`config.mk`:
```
export PLATFORM = sky130hd
export DESIGN_NAME = afpm_seq_ctrl
export DESIGN_NICKNAME = d
export VERILOG_FILES = /design/src/rtl/afpm_pkg.sv /design/src/rtl/afpm_watchdog.sv /design/src/rtl/afpm_seq_ctrl.sv
export SDC_FILE = /design/constraint.sdc
export NUM_CORES = 1
export LEC_CHECK = 0
export ABC_AREA = 1
export CORE_UTILIZATION = 31
export DETAILED_ROUTE_END_ITERATION = 7
export MAX_ROUTING_LAYER = met4
export PLACE_DENSITY = 0.61
export SLEW_MARGIN = 0
export SYNTH_ARGS = -nofsm -noshare
export SYNTH_HDL_FRONTEND = slang
export SYNTH_SLANG_ARGS = --single-unit
export TNS_END_PERCENT = 10
```
`constraint.sdc`:
```
create_clock -name clk -period 1.6 [get_ports clk]
set_input_delay 0.16 -clock clk [delete_from_list [all_inputs] [get_ports clk]]
set_output_delay 0.16 -clock clk [all_outputs]
set_load 0.01 [all_outputs]
```
`src/rtl/afpm_pkg.sv`:
```
// Shared definitions for the approximate FP multiplier sequencer.
// Holds the sequencer state encoding, bus widths, the default
// watchdog limit and the operand type.
package afpm_pkg;

    localparam int BYTE_W          = 8;
    localparam int OP_W            = 2 * BYTE_W;
    localparam int TIMEOUT_DEFAULT = 15;
    localparam int CNT_W           = 8;

    typedef logic [OP_W-1:0] op_t;

    typedef enum logic [2:0] {
        IDLE    = 3'd0,
        LOAD_HI = 3'd1,
        ISSUE   = 3'd2,
        WAIT    = 3'd3,
        SEND_LO = 3'd4,
        SEND_HI = 3'd5
    } state_t;

endpackage

```
`src/rtl/afpm_watchdog.sv`:
```
// Watchdog down-counter for the multiplier wait phase.
// Ports:
//   clk, rst   - clock, async active-high reset (count -> 0)
//   clr_i      - synchronous clear to 0 (highest priority after rst)
//   load_i     - load TIMEOUT-1
//   en_i       - decrement by one, saturating at 0
//   expire_o   - count has reached 0
// After a load, expire_o rises on the TIMEOUT-th enabled cycle, which
// is the cycle in which the owner must give up waiting.
module afpm_watchdog
    import afpm_pkg::*;
#(
    parameter int TIMEOUT = TIMEOUT_DEFAULT
) (
    input  logic clk,
    input  logic rst,
    input  logic clr_i,
    input  logic load_i,
    input  logic en_i,
    output logic expire_o
);

    logic [CNT_W-1:0] cnt_q;
    logic [CNT_W-1:0] cnt_d;

    always_comb begin
        cnt_d = cnt_q;
        if (clr_i) begin
            cnt_d = '0;
        end else if (load_i) begin
            cnt_d = CNT_W'(TIMEOUT - 1);
        end else if (en_i && (cnt_q != '0)) begin
            cnt_d = cnt_q - 1'b1;
        end
    end

    always_ff @(posedge clk or posedge rst) begin
        if (rst) begin
            cnt_q <= '0;
        end else begin
            cnt_q <= cnt_d;
        end
    end

    assign expire_o = (cnt_q == '0);

endmodule

```
`src/rtl/afpm_seq_ctrl.sv`:
```
// Sequencer in front of the 16-bit logarithmic approximate FP multiplier.
// Assembles byte-serial operands (low byte first), issues a one-cycle
// start to the core, waits for done under a watchdog, then streams the
// product back as two bytes (low, then high with out_last).
// Ports:
//   clk, rst                 - clock, async active-high reset
//   flush                    - synchronous abort of the current job
//   in_valid/in_ready        - operand byte pair handshake (in_a_byte, in_b_byte)
//   mul_start, mul_a, mul_b  - request to the core
//   mul_done, mul_result     - response from the core
//   out_valid/out_ready      - result byte handshake (out_byte, out_last)
//   busy                     - job in progress (state != IDLE)
//   timeout_err              - sticky watchdog flag, cleared by next job start
//   dbg_state                - current sequencer state
// Handshake: a byte moves on a rising edge where valid and ready are both 1;
// valid and payload hold until that edge. All outputs decode registered state.
module afpm_seq_ctrl
    import afpm_pkg::*;
#(
    parameter int TIMEOUT = TIMEOUT_DEFAULT
) (
    input  logic              clk,
    input  logic              rst,
    input  logic              flush,
    input  logic              in_valid,
    input  logic [BYTE_W-1:0] in_a_byte,
    input  logic [BYTE_W-1:0] in_b_byte,
    output logic              in_ready,
    output logic              mul_start,
    output logic [OP_W-1:0]   mul_a,
    output logic [OP_W-1:0]   mul_b,
    input  logic              mul_done,
    input  logic [OP_W-1:0]   mul_result,
    output logic              out_valid,
    output logic [BYTE_W-1:0] out_byte,
    output logic              out_last,
    input  logic              out_ready,
    output logic              busy,
    output logic              timeout_err,
    output state_t            dbg_state
);

    state_t state_q, state_d;
    op_t    a_q, b_q, res_q;
    logic   err_q;

    logic wd_load, wd_en, wd_expire;

    afpm_watchdog #(.TIMEOUT(TIMEOUT)) u_watchdog (
        .clk      (clk),
        .rst      (rst),
        .clr_i    (flush),
        .load_i   (wd_load),
        .en_i     (wd_en),
        .expire_o (wd_expire)
    );

    always_comb begin
        state_d = state_q;
        wd_load = 1'b0;
        wd_en   = 1'b0;
        case (state_q)
            IDLE:    if (in_valid) state_d = LOAD_HI;
            LOAD_HI: if (in_valid) state_d = ISSUE;
            ISSUE: begin
                // mul_done here is ignored; the core has not seen start yet
                wd_load = 1'b1;
                state_d = WAIT;
            end
            WAIT: begin
                // done wins over a simultaneous expiry
                if (mul_done) begin
                    state_d = SEND_LO;
                end else if (wd_expire) begin
                    state_d = IDLE;
                end else begin
                    wd_en = 1'b1;
                end
            end
            SEND_LO: if (out_ready) state_d = SEND_HI;
            SEND_HI: if (out_ready) state_d = IDLE;
            default: state_d = IDLE;
        endcase
        if (flush) begin
            state_d = IDLE;
        end
    end

    always_ff @(posedge clk or posedge rst) begin
        if (rst) begin
            state_q <= IDLE;
            a_q     <= '0;
            b_q     <= '0;
            res_q   <= '0;
            err_q   <= 1'b0;
        end else begin
            state_q <= state_d;
            if (!flush) begin
                case (state_q)
                    IDLE: if (in_valid) begin
                        // high byte cleared so no stale half survives
                        a_q   <= {{BYTE_W{1'b0}}, in_a_byte};
                        b_q   <= {{BYTE_W{1'b0}}, in_b_byte};
                        err_q <= 1'b0;
                    end
                    LOAD_HI: if (in_valid) begin
                        a_q[OP_W-1:BYTE_W] <= in_a_byte;
                        b_q[OP_W-1:BYTE_W] <= in_b_byte;
                    end
                    WAIT: begin
                        if (mul_done) begin
                            res_q <= mul_result;
                        end else if (wd_expire) begin
                            err_q <= 1'b1;
                        end
                    end
                    default: ;
                endcase
            end
        end
    end

    always_comb begin
        out_byte = '0;
        case (state_q)
            SEND_LO: out_byte = res_q[BYTE_W-1:0];
            SEND_HI: out_byte = res_q[OP_W-1:BYTE_W];
            default: out_byte = '0;
        endcase
    end

    assign in_ready    = (state_q == IDLE) || (state_q == LOAD_HI);
    assign mul_start   = (state_q == ISSUE);
    assign out_valid   = (state_q == SEND_LO) || (state_q == SEND_HI);
    assign out_last    = (state_q == SEND_HI);
    assign busy        = (state_q != IDLE);
    assign mul_a       = a_q;
    assign mul_b       = b_q;
    assign timeout_err = err_q;
    assign dbg_state   = state_q;

endmodule

```
==> metrics.csv <==
metric,value,unit
status,"finished, violations left",
violations,design-rule violations,
via_per_inst,4.60,
final_area,4320,um^2
layout.nets,484,
cts_hold_buf,0,
slew-limit-headroom,77.3,%
coreArea,8890,um^2
routabilityCongestion,0.840,
io_buffers,86,
drc,1,
avgRoutedWirePerCell,12.8,um
nFillCells,831,
worstSetupStartpointType,register,
grt_pass1_vias,2427,
overflow,0,
synth_top_area_share,51.8,%
avgSynthCellArea,8.62,um^2
num_antenna_cells,0,
grt_max_degree,37,
die_h,98.7,um
synth_area,2900,um^2
synth_warnings,0,
p_leak,2.12,nW
finalMaxSlewViolations,0,
ys_types,28,
fin_skew,0.00931,ns
vias,2562,
rows,34,
synthTopCellsByCount,"inv_1, nand2_1, dfrtp_1",
cts.clk_slew.worst_paths,0.07,ns
fin_crit,1.59,ns
htreeDepth,3,
antenna_found_initial,0,
drive_gt1_share,18.7,%
pre_cts_slack,-0.165,ns
yosys-top-cells-area,"dfrtp_1, inv_1, nand2_1, o22ai_2, nand3_1",
root_buffer,clkbuf_8,
tritoncts,yes,
path_max_fanout,8,
synth_flop_cell,dfrtp_1,
maxCapViolCount,0,
ys_ff_latch,60,
first_pass_iters,6,
ir_drop,0.619,mV
hold_viol,0,
drtIter0Drc,109,
gr-usage-all-layers,16.2,%
boundaryPins,87,
ant_nets,0,
synthesis.nets,376,
grt_pass1_wl,11900,um
yosysSeqAreaShare,51.8,%
cts.sinks,60,
crit_required,1.44,ns
area_growth,49.2,%
clock_path_buffers,2,
arrival,1.43,ns
dieArea,9730,um^2
setup_slack,0.00881,ns
period_share,99.4,%
synth_edf_count,0,
power_density,1120,nW/um^2
async_reset_ff_share,100,%
die_w,98.7,um
synthCells,336,
max_freq,628,MHz
place_hpwl,5000,um
synth_top_area_cell,dfrtp_1,
clock_latency,0.34,ns
placed_cell_area,4020,um^2
drt_wl_total,7110,um
start_util,32.6,%
setup_viol,0,
endpoint_kind,output port,
setup.worst_path.class,register to output port,
yosysMostFrequentCell,inv_1,
worst_pin_slew,0.339,ns
hold_class,input port to async pin,
rsz0062_at_grt,yes,
cts_buffers,9,
cells in the final DEF (no fill, tap or decap), drive strengths merged:
| master | synthesis | layout |
|---|---|---|
| clkdlybuf4s50 | 0 | 70 |
| inv | 71 | 70 |
| nand2 | 66 | 66 |
| dfrtp | 60 | 60 |
| o21ai | 39 | 39 |
| buf | 11 | 28 |
| nand3 | 26 | 26 |
| nor2 | 22 | 23 |
| o22ai | 16 | 16 |
| clkbuf | 2 | 13 |
| a21oi | 9 | 9 |
| clkdlybuf4s15 | 0 | 6 |
| dlygate4sd2 | 0 | 5 |
| nand4 | 5 | 5 |
| a32o | 2 | 2 |
| ha | 2 | 2 |
| bufinv | 0 | 2 |
| nor3 | 2 | 2 |
| and3 | 1 | 1 |
| clkinvlp | 0 | 1 |
| or2 | 1 | 1 |
| a211oi | 1 | 1 |
| clkinv | 0 | 1 |
metrics by stage:
stage	utilization (%)	hold WS, ns	TNS, ns	power [mW]	cells
detailed placement	45.2	0.472	-1.08	3.23	536
global placement	45.2	0.466	-0.675	3.21	536
finish	48.6	0.222	0	4.82	557
floorplan	-	0.266	0	2.58	336
CTS	48.3	0.217	-0.199	4.85	555
global route	48.6	0.244	-0.755	5.12	557
final cells by class:
cell class	count	area [um^2]	area share, %
clock buffer	13	159	3.68
clock inverter	3	68.8	1.59
inverter	71	270	6.26
multi-input combinational	193	1090	25.3
sequential	60	1510	34.8
tap	108	135	3.13
timing repair buffer	109	1090	25.2
power by group:
group	switching, mW	internal (mW)	total [mW]
sequential	0.155	1.78	1.93
clock	0.605	0.967	1.57
combinational	0.639	0.676	1.31
total	1.40	3.42	4.82
state kept, by name, summed over array words and instances (netlist names):
name,flops
res_q,16
u_watchdog.cnt_q,8
timeout_err,1
mul_b,16
mul_a,16
dbg_state,3
layer usage:
layer	vias to the layer above	track usage [%]	wire length (um)
met5	-	-	0
met4	0	6.54	119
met3	10	3.69	417
met2	105	24.6	3200
met1	1167	21.1	3370
li1	1280	-	-
path summary, 6_finish.rpt:
path	startpoint	to	slack, ns	depth (start not counted)
worst min register to register	mul_b[3]$_DFFE_PP0P_	mul_b[3]$_DFFE_PP0P_	0.49	2
min in group clk	mul_result[6]	res_q[6]$_DFFE_PP0P_	0.36	3
worst min-delay path	rst	u_watchdog.cnt_q[5]$_DFFE_PP0P_	0.22	3
max in group asynchronous	rst	mul_b[8]$_DFFE_PP0P_	1.17	3
worst max-delay path	dbg_state[1]$_DFFE_PP0P_	out_byte[5]	0.009	4
worst max register to register	dbg_state[0]$_DFFE_PP0P_	mul_a[2]$_DFFE_PP0P_	0.04	8
kinds of logic (layout without fill, tap and decap cells):
group / count (synthesis) / after routing / synth area share, %
adder cells (fa/ha/maj): 2 / 2 / 0.864
buffers and inverters: 84 / 196 / 12.0
flip-flops: 60 / 60 / 51.8
AO/OA/AOI/OAI: 67 / 67 / 14.9
AND/OR/NAND/NOR: 123 / 124 / 20.4
worst max-delay path, cell delays in order, from the launching register on:
cell,delay (ns)
dfrtp_2,0.45
inv_2,0.10
nand3_4,0.13
o21ai_2,0.17
clkdlybuf4s15_2,0.24
timing repair:
| action | CTS | global route |
|---|---|---|
| pin swaps | 2 | 5 |
| gates cloned | 1 | 0 |
| gates resized for setup | 56 | 12 |
| setup buffers | 2 | 2 |
| setup endpoints to repair | 16 | 27 |
No activity file was read; power rests on OpenSTA's default activity.
